--- src/rtl/irq_controller.sv ---
// Edge-triggered interrupt controller: per-source sync + rise detect, fixed-priority
// arbitration, request/ack/eoi handshake to the core, APB register window.

module irq_edge_lane #(
    parameter int SYNC_STAGES = 2
) (
    input  logic clk,
    input  logic rst_n,
    input  logic src,
    output logic rise
);
    logic [SYNC_STAGES-1:0] sync;
    logic                   hist;

    always_ff @(posedge clk) begin
        if (!rst_n) begin
            sync <= '0;
            hist <= 1'b0;
        end else begin
            sync <= {sync[SYNC_STAGES-2:0], src};
            hist <= sync[SYNC_STAGES-1];
        end
    end

    assign rise = sync[SYNC_STAGES-1] & ~hist;
endmodule

module irq_controller #(
    parameter int N_SRC       = 4,
    parameter int ID_W        = 2,
    parameter int SYNC_STAGES = 2
) (
    input  logic             PCLK,
    input  logic             PRESETn,
    input  logic             PSEL_intc,
    input  logic             PENABLE,
    input  logic             PWRITE,
    input  logic [3:0]       PADDR,
    input  logic [31:0]      PWDATA,
    output logic [31:0]      PRDATA,
    output logic             PREADY,
    output logic             PSLVERR,
    input  logic [N_SRC-1:0] irq_src,
    output logic             irq,
    output logic [ID_W-1:0]  irq_id,
    input  logic             irq_ack,
    input  logic             irq_eoi
);
    typedef enum logic [1:0] {IDLE, REQ, SERVICE} state_t;

    typedef struct packed {
        logic        sel;
        logic        en;
        logic        wr;
        logic [3:0]  addr;
        logic [31:0] wdata;
    } apb_req_t;

    apb_req_t         req;
    state_t           state;
    logic [N_SRC-1:0] rise, pending, enable, cand;
    logic [N_SRC-1:0] w1c, en_nxt, pend_kept, ack_clr, pend_nxt;
    logic [ID_W-1:0]  win;
    logic             bad_addr, acc, wr_ok, drop, ack_ok, in_service;
    logic             unused_wdata;

    assign req = '{PSEL_intc, PENABLE, PWRITE, PADDR, PWDATA};
    assign unused_wdata = ^req.wdata[31:N_SRC];

    irq_edge_lane #(.SYNC_STAGES(SYNC_STAGES)) u_lane [N_SRC-1:0] (
        .clk  (PCLK),
        .rst_n(PRESETn),
        .src  (irq_src),
        .rise (rise)
    );

    assign bad_addr = (req.addr[1:0] != 2'd0) || (req.addr[3:2] == 2'd3);
    assign acc      = req.sel & req.en;
    assign wr_ok    = acc & req.wr & ~bad_addr;
    assign PREADY   = 1'b1;
    assign PSLVERR  = acc & bad_addr;

    assign w1c       = (wr_ok && req.addr[3:2] == 2'd1) ? req.wdata[N_SRC-1:0] : '0;
    assign en_nxt    = (wr_ok && req.addr[3:2] == 2'd0) ? req.wdata[N_SRC-1:0] : enable;
    // New edges beat any clear landing in the same cycle.
    assign pend_kept = (pending & ~w1c) | rise;
    assign drop      = ~pend_kept[irq_id] | ~en_nxt[irq_id];
    assign ack_ok    = (state == REQ) & irq_ack & ~drop;
    assign ack_clr   = ack_ok ? (N_SRC'(1) << irq_id) : '0;
    assign pend_nxt  = (pending & ~w1c & ~ack_clr) | rise;

    assign cand       = pending & enable;
    assign in_service = (state == SERVICE);

    always_comb begin
        win = '0;
        for (int i = N_SRC - 1; i >= 0; i--)
            if (cand[i]) win = ID_W'(i);
    end

    always_ff @(posedge PCLK) begin
        if (!PRESETn) begin
            state   <= IDLE;
            irq     <= 1'b0;
            irq_id  <= '0;
            pending <= '0;
            enable  <= '0;
        end else begin
            pending <= pend_nxt;
            enable  <= en_nxt;
            case (state)
                IDLE: if (|cand) begin
                    irq_id <= win;
                    irq    <= 1'b1;
                    state  <= REQ;
                end
                REQ: if (drop) begin
                    irq   <= 1'b0;
                    state <= IDLE;
                end else if (irq_ack) begin
                    irq   <= 1'b0;
                    state <= SERVICE;
                end
                SERVICE: if (irq_eoi) state <= IDLE;
                default: begin
                    irq   <= 1'b0;
                    state <= IDLE;
                end
            endcase
        end
    end

    always_comb begin
        PRDATA = '0;
        if (req.sel && !req.wr && !bad_addr) begin
            case (req.addr[3:2])
                2'd0: PRDATA[N_SRC-1:0] = enable;
                2'd1: PRDATA[N_SRC-1:0] = pending;
                2'd2: begin
                    PRDATA[0]         = irq;
                    PRDATA[1]         = in_service;
                    PRDATA[8 +: ID_W] = irq_id;
                end
                default: PRDATA = '0;
            endcase
        end
    end
endmodule

--- config.mk ---
export PLATFORM = sky130hd
export DESIGN_NAME = irq_controller
export DESIGN_NICKNAME = d
export VERILOG_FILES = /design/src/rtl/irq_controller.sv
export SDC_FILE = /design/constraint.sdc
export NUM_CORES = 1
export LEC_CHECK = 0
export ABC_AREA = 1
export CAP_MARGIN = 10
export CORE_MARGIN = 8
export CORE_UTILIZATION = 34
export CTS_BUF_LIST = sky130_fd_sc_hd__clkbuf_4 sky130_fd_sc_hd__clkbuf_8
export DETAILED_ROUTE_END_ITERATION = 10
export GPL_TIMING_DRIVEN = 0
export PLACE_DENSITY = 0.73
export SYNTH_ARGS = -nofsm -noshare
export SYNTH_HDL_FRONTEND = slang
export SYNTH_HIERARCHICAL = 1
export SYNTH_SLANG_ARGS = --single-unit
--- constraint.sdc ---
create_clock -name PCLK -period 2.56 [get_ports PCLK]
set_clock_uncertainty 0.2 [all_clocks]
set_input_delay 0.256 -clock PCLK [delete_from_list [all_inputs] [get_ports PCLK]]
set_output_delay 0.256 -clock PCLK [all_outputs]
set_load 0.05 [all_outputs]
==> impl_metrics.yaml <==
cells_and_area:
  fraction_of_final_layout_cells_sized_beyond_drive_strength_1: 0.222
  fin_nets: 327
  antenna_cells: 0
  area_growth_pct: 31.9
  final_design_area_no_fill_sq_mm: 0.00202
logic_synthesis:
  muxShareOfSynthArea: 0
  synth_commonest_cells: "sky130_fd_sc_hd__nand2_1 (51), sky130_fd_sc_hd__inv_1 (45), sky130_fd_sc_hd__buf_4 (27)"
  synth-simple-area-share: 0.330
  synth.ff_latch_count: 25
  synth_seq_area_share: 0.326
  synth_edf_count: 0
  syn-cell-area_sq_mm: 0.00154
  netlist_top_cells_area: "sky130_fd_sc_hd__dfxtp_1 (33%), sky130_fd_sc_hd__buf_4 (13%), sky130_fd_sc_hd__nand2_1 (12%)"
  asyncSetResetFlopFracSynth: 0
  ys_warn_count: 6
  synth_cells: 222
  synth_top_flop_cell: "sky130_fd_sc_hd__dfxtp_1"
  synth_cell_types: 26
  dominant_combinational_cell_family_by_area_after_synthesis: "simple AND/OR/NAND/NOR gates"
  synth.avg_cell_area_sq_um: 6.92
  synth_top_cell_by_area: "sky130_fd_sc_hd__dfxtp_1"
  synth.most_common_cell: "sky130_fd_sc_hd__nand2_1"
  post_synthesis_xor_xnor_area_fraction: 0
  synth-compound-area-share: 0.0945
  synth_top_area_share: 0.326
  synth_adder_area_share: 0
clock_tree:
  cts_root_buf: "sky130_fd_sc_hd__clkbuf_8"
  cts.htree.levels: 1
  cts_made_buffers: 3
  clock_path_buffers: 2
  clock_tree_from_tritoncts: "built"
  numClockSinks: 25
  clkLatencyLatePin_ps: 270
  postCtsSetupRepairBufs: 0
  clk_pin_slew_worst_paths_ps: 90
hold_path:
  min_path_type: "reg -> reg"
sta:
  timing_worst_slew_pin_value_ps: 512
  fin_ws_ps: 178
  final_critical_delay_including_setup_and_external_delays_ps: 2380
  rsz_0062_raised_after_global_routing: "no"
  finalHoldViolations: 0
  max_freq_ghz: 0.420
  worst_slew_margin_rel: 0.658
  layout_worst_path_cycle_share: 0.931
  max_transition_viols_final: 0
  count_of_final_setup_violators: 0
drt:
  routed_wire_length_per_instance_um: 9.69
  first_pass_iters: 4
  antenna_left: 0
  dr.first_iter.drc_count: 74
  avgViaCountPerCell: 4.07
  finalWirelength_um: 3210
  vias: 1346
  drc_errors: 0
die:
  chipHeight_um: 83.2
  core_area_sq_mm: 0.00435
  die_x_um: 83.2
  floorplan.initialDensity: 0.353
  row_count: 24
  io-pin-count: 84
  die_area_sq_mm: 0.00692
setup_path:
  worstSetupPathType: "in -> out"
  critical_path.most_common_cell: "sky130_fd_sc_hd__nand2_1"
  critical_path.slowest_cell: "sky130_fd_sc_hd__clkdlybuf4s50_1"
  ff2ff_setup_slack_ps: 860
  cp.arrival_ps: 1930
  timing.critical_path.buf_inv: 4
  crit_family: "buffers and inverters"
  cp-end-kind: "output port"
  crit_path_max_incr_delay_ps: 580
  cp.required_ps: 2100
  critical_path_peak_fanout: 8
  crit_path_cell_trace: "clkdlybuf4s50_1 -> inv_1 -> nor2_2 -> nand2_1 -> nand2_1 -> nand2_1 -> inv_1 -> clkdlybuf4s15_1"
  start_kind: "input port"
outcome:
  status: "completed"
global_route:
  grt_start_max_net_pins: 16
  grt_overflow_total: 0
  groute.usage.overall: 0.0927
  via_count_of_the_first_global_routing_pass: 1239
  grt_antenna_before_repair: 0
  grt_pass1_wl_um: 5510
power_and_ir_drop:
  leakage_nw: 1.06
  fin_total_pwr_w: 0.000855
  pwr_density_mw_per_mm2: 422
  peakVddDrop_v: 0.000311
place:
  place_congestion: 0.894
  io_buffers: 28
  dpl_worst_slack_ps: -342
  dp_hpwl_um: 2690
  place_area_sq_mm: 0.00197
job:
  maxCapViolations: 0
[final cells by class]
class	instances	area, sq um
plain buffers	28	206
clock buffers	3	41.3
clock inverters	1	7.51
fillers	445	2330
inverters	45	169
multi-input cells	149	758
flip-flops and latches	25	500
well taps	52	65.1
repair buffers	28	277
[power by group]
group | switching, W | internal [W]
sequential | 0.00000577 | 0.000400
combinational | 0.000140 | 0.0000705
clock | 0.000128 | 0.000110
[worst reg2reg max path: stages (launching register included)]
cell and delay, ps:
sky130_fd_sc_hd__dfxtp_1 460, sky130_fd_sc_hd__inv_1 90, sky130_fd_sc_hd__nor2_1 240, sky130_fd_sc_hd__nand2_1 130, sky130_fd_sc_hd__nand2_1 70, sky130_fd_sc_hd__inv_1 40
sky130_fd_sc_hd__nand2_2 70, sky130_fd_sc_hd__nand3_2 120, sky130_fd_sc_hd__o21ai_1 140, sky130_fd_sc_hd__inv_1 50
[path summary, 6_finish.rpt]
path / start / to / cells after the start
max reg2reg: irq_id[1] / pending[2] / 9
min reg2reg: u_lane[1]/sync[0] / u_lane[1]/sync[1] / 2
max: PADDR[2] / PRDATA[1] / 8
min: u_lane[1]/sync[0] / u_lane[1]/sync[1] / 2
[per-stage QoR]
stage | hold WS, ps | setup TNS, ps | util | cells
2_1_floorplan | 149 | 0 | - | 247
3_3_place_gp | 188 | -1630 | 0.453 | 327
3_5_place_dp | 197 | -1560 | 0.453 | 327
4_1_cts | 214 | 0 | 0.465 | 331
5_1_grt | 229 | 0 | 0.465 | 331
6_report | 211 | 0 | 0.465 | 331
[what timing repair did]
item / CTS / global route
hold buffers: 0 / 0
gates resized for setup: 15 / 6
endpoints found under the setup margin: 6 / 5
pin swaps: 0 / 0
gates cloned: 0 / 0
[logic make-up (layout without fill, tap and decap cells)]
kind of cell | count (synthesis) | count (layout)
flip-flops | 25 | 25
buffers and inverters | 73 | 105
other | 2 | 27
AND/OR/NAND/NOR | 96 | 96
AO/OA/AOI/OAI | 26 | 26
[metal layers]
layer | part of all wire | track usage
met5 | 0 | 0
met4 | 0.0025 | 0.00958
met3 | 0.097 | 0.0430
met2 | 0.46 | 0.164
met1 | 0.44 | 0.101
[sequential cells by signal, summed over array words and instances, names as in the netlist]
| name | cells |
|---|---|
| enable | 4 |
| u_lane/sync | 8 |
| irq | 1 |
| irq_id | 2 |
| state | 2 |
| pending | 4 |
| u_lane/hist | 4 |
[cells in the final DEF, fill, tap and decap left out, types with 2 or more instances in the layout]
cell and instances:
sky130_fd_sc_hd__a21oi_1 13, sky130_fd_sc_hd__nor3_1 3, sky130_fd_sc_hd__nand3_2 6, sky130_fd_sc_hd__dfxtp_1 25, sky130_fd_sc_hd__nor2_1 8, sky130_fd_sc_hd__nor2_2 6, sky130_fd_sc_hd__nand2_1 51, sky130_fd_sc_hd__nand3_1 9
sky130_fd_sc_hd__o21ai_0 4, sky130_fd_sc_hd__clkbuf_2 2, sky130_fd_sc_hd__clkbuf_8 3, sky130_fd_sc_hd__nand2_2 4, sky130_fd_sc_hd__nor2_4 2, sky130_fd_sc_hd__clkdlybuf4s50_1 21, sky130_fd_sc_hd__inv_1 45, sky130_fd_sc_hd__clkdlybuf4s15_2 3
sky130_fd_sc_hd__nand2_4 2, sky130_fd_sc_hd__buf_4 27, sky130_fd_sc_hd__conb_1 27, sky130_fd_sc_hd__o21ai_1 4
Power figures use the tool's default switching activity.
==> RTL edit (config.mk and constraints unchanged) <==
Make the reset (`PRESETn` and `rst_n`) asynchronous in 2 clocked blocks.
--- a/src/rtl/irq_controller.sv
+++ b/src/rtl/irq_controller.sv
@@ -13,5 +13,5 @@
     logic                   hist;
 
-    always_ff @(posedge clk) begin
+    always_ff @(posedge clk or negedge rst_n) begin
         if (!rst_n) begin
             sync <= '0;
@@ -99,5 +99,5 @@
     end
 
-    always_ff @(posedge PCLK) begin
+    always_ff @(posedge PCLK or negedge PRESETn) begin
         if (!PRESETn) begin
             state   <= IDLE;
Check against the original RTL: differs if PRESETn is asserted again (counterexample within 4 cycles, from zero or initial values and one cycle with PRESETn low); with PRESETn held inactive, the same outputs for 10 cycles.
==> RTL edit against the original RTL <==
Highest routed layer unchanged; critical path type unchanged; design area decreased by 4.8%; area after synthesis is 5.4% lower; die area down 4.4%; non-clock buffer count is the same; setup slack lost 0.012 ns; wire length up 1.9%; sequential cell count unchanged.
Power is not compared: it rests on default switching activity, and its combinational part moved more than twofold at a synthesized area within 25%.
==> RTL edit: results (changes against the original RTL) <==
For the global routing met1 resource utilization, the log shows 10.3% (was 10.1%). Leading cell types by count after synthesis: 52 x nand2_1, 33 x inv_1, 27 x buf_4 (was 51 x nand2_1, 45 x inv_1, 27 x buf_4). The detailed-placement wirelength estimate was 2670 µm (was 2690 µm); the weighted congestion reported at the end of routability-driven placement was 0.941 (was 0.894). The transition at the pin with the smallest max-transition slack came out at 0.644 ns (was 0.512 ns).

For the number of inserted filler cells in the final layout, the log shows 410 (was 445). For the number of design-rule violations left by the first detailed-router iteration, the log shows 89 (was 74). The via density per instance was 4.13 (was 4.07). Critical register-to-register path startpoint: irq_id[1]$_DFFE_PN0P_ (was irq_id[1]$_SDFFE_PN0P_). The start point of the worst min-delay path was u_lane[2]/sync[0]$_DFF_PN0_ (was u_lane[1]/sync[0]$_SDFF_PN0_). The number of instances on the worst hold path came out at 0 (was 2).

The global routing usage summed across all routing layers came out at 10.3% (was 9.27%). The logs give 0.90 ns (was 0.86 ns) for the worst-case register-to-register setup slack and 43.1% (was 32.6%) for the proportion of synthesized chip area in sequential cells. Reg-to-reg endpoint: pending[0]$_DFF_PN0_ (was pending[2]$_SDFF_PN0_).

Cells taking the most area after synthesis: dfrtp_1 43%, buf_4 14%, nand2_1 13% (was dfxtp_1 33%, buf_4 13%, nand2_1 12%). The tools report the footprint of the multi-input gates as 594 µm² (was 758 µm²). The routing usage on met2 was 19.3% (was 16.4%); the area of placed instances was 0.00189 mm² (was 0.00197 mm²). The detailed-route wire length is 3270 µm (was 3210 µm), and the share of cells above drive strength 1 is 18.7% (was 22.2%). The largest incremental delay on the critical path is 0.79 ns (was 0.58 ns). The share of synthesized registers carrying an async set or reset is 100% (was 0%), and the global-route track usage on met3 is 3.86% (was 4.30%). First-pass GRT wire length: 5380 µm (was 5510 µm). The run finished with clean final reports.

The tools report the launch point of the worst path as PADDR[3] (was PADDR[2]). The tools report the count of non-filler cells in the finished layout as 301 (was 331). The main flop type after synthesis was dfrtp_1 (was dfxtp_1).
-- RTL edit: worst max-delay path by stage --
stage           endpoint  slack (ns)  cells past startpoint
5_1_grt        PRDATA[1]        0.04                      8
2_1_floorplan  PRDATA[8]        0.21                      2
4_1_cts        PRDATA[2]        0.02                      7
3_5_place_dp   PRDATA[2]       -0.27                      7
3_3_place_gp   PRDATA[2]       -0.24                      7
6_report         PSLVERR        0.17                      5
-- RTL edit: where the power goes --
part           internal, W  total [W]  switching [W]
Sequential        0.000455   0.000518      0.0000628
Clock             0.000109   0.000237       0.000128
Combinational     0.000199   0.000592       0.000394
Total             0.000763    0.00135       0.000584
-- RTL edit: layout make-up --
class	instances	area share, %
flip-flops and latches	25	32.4
multi-input cells	133	30.8
repair buffers	29	14.1
plain buffers	27	10.5
inverters	33	6.42
well taps	50	3.24
clock buffers	3	2.14
clock inverters	1	0.260
-- RTL edit: kinds of logic after synthesis --
kind of cell / after synthesis / synth area share [%]
flops: 25 / 43.1
compound gates: 12 / 5.25
buf+inv: 60 / 22.5
simple gates: 94 / 28.7
other cells: 2 / 0.517
-- RTL edit: worst max-delay path, delay by kind of cell --
family | cells | cell delay (ns)
buf+inv | 2 | 1.33
simple gates | 3 | 0.35
-- RTL edit: repair_timing --
action	in CTS	in global routing
hold buffers	0	0
endpoints found under the setup margin	6	4
setup buffers	0	0
resized for setup	6	10
-- RTL edit: layer usage --
metal,up-vias,part of all wire [%]
met5,-,0
met4,0,1.0
met3,4,14
met2,57,49
met1,537,36
li1,644,-
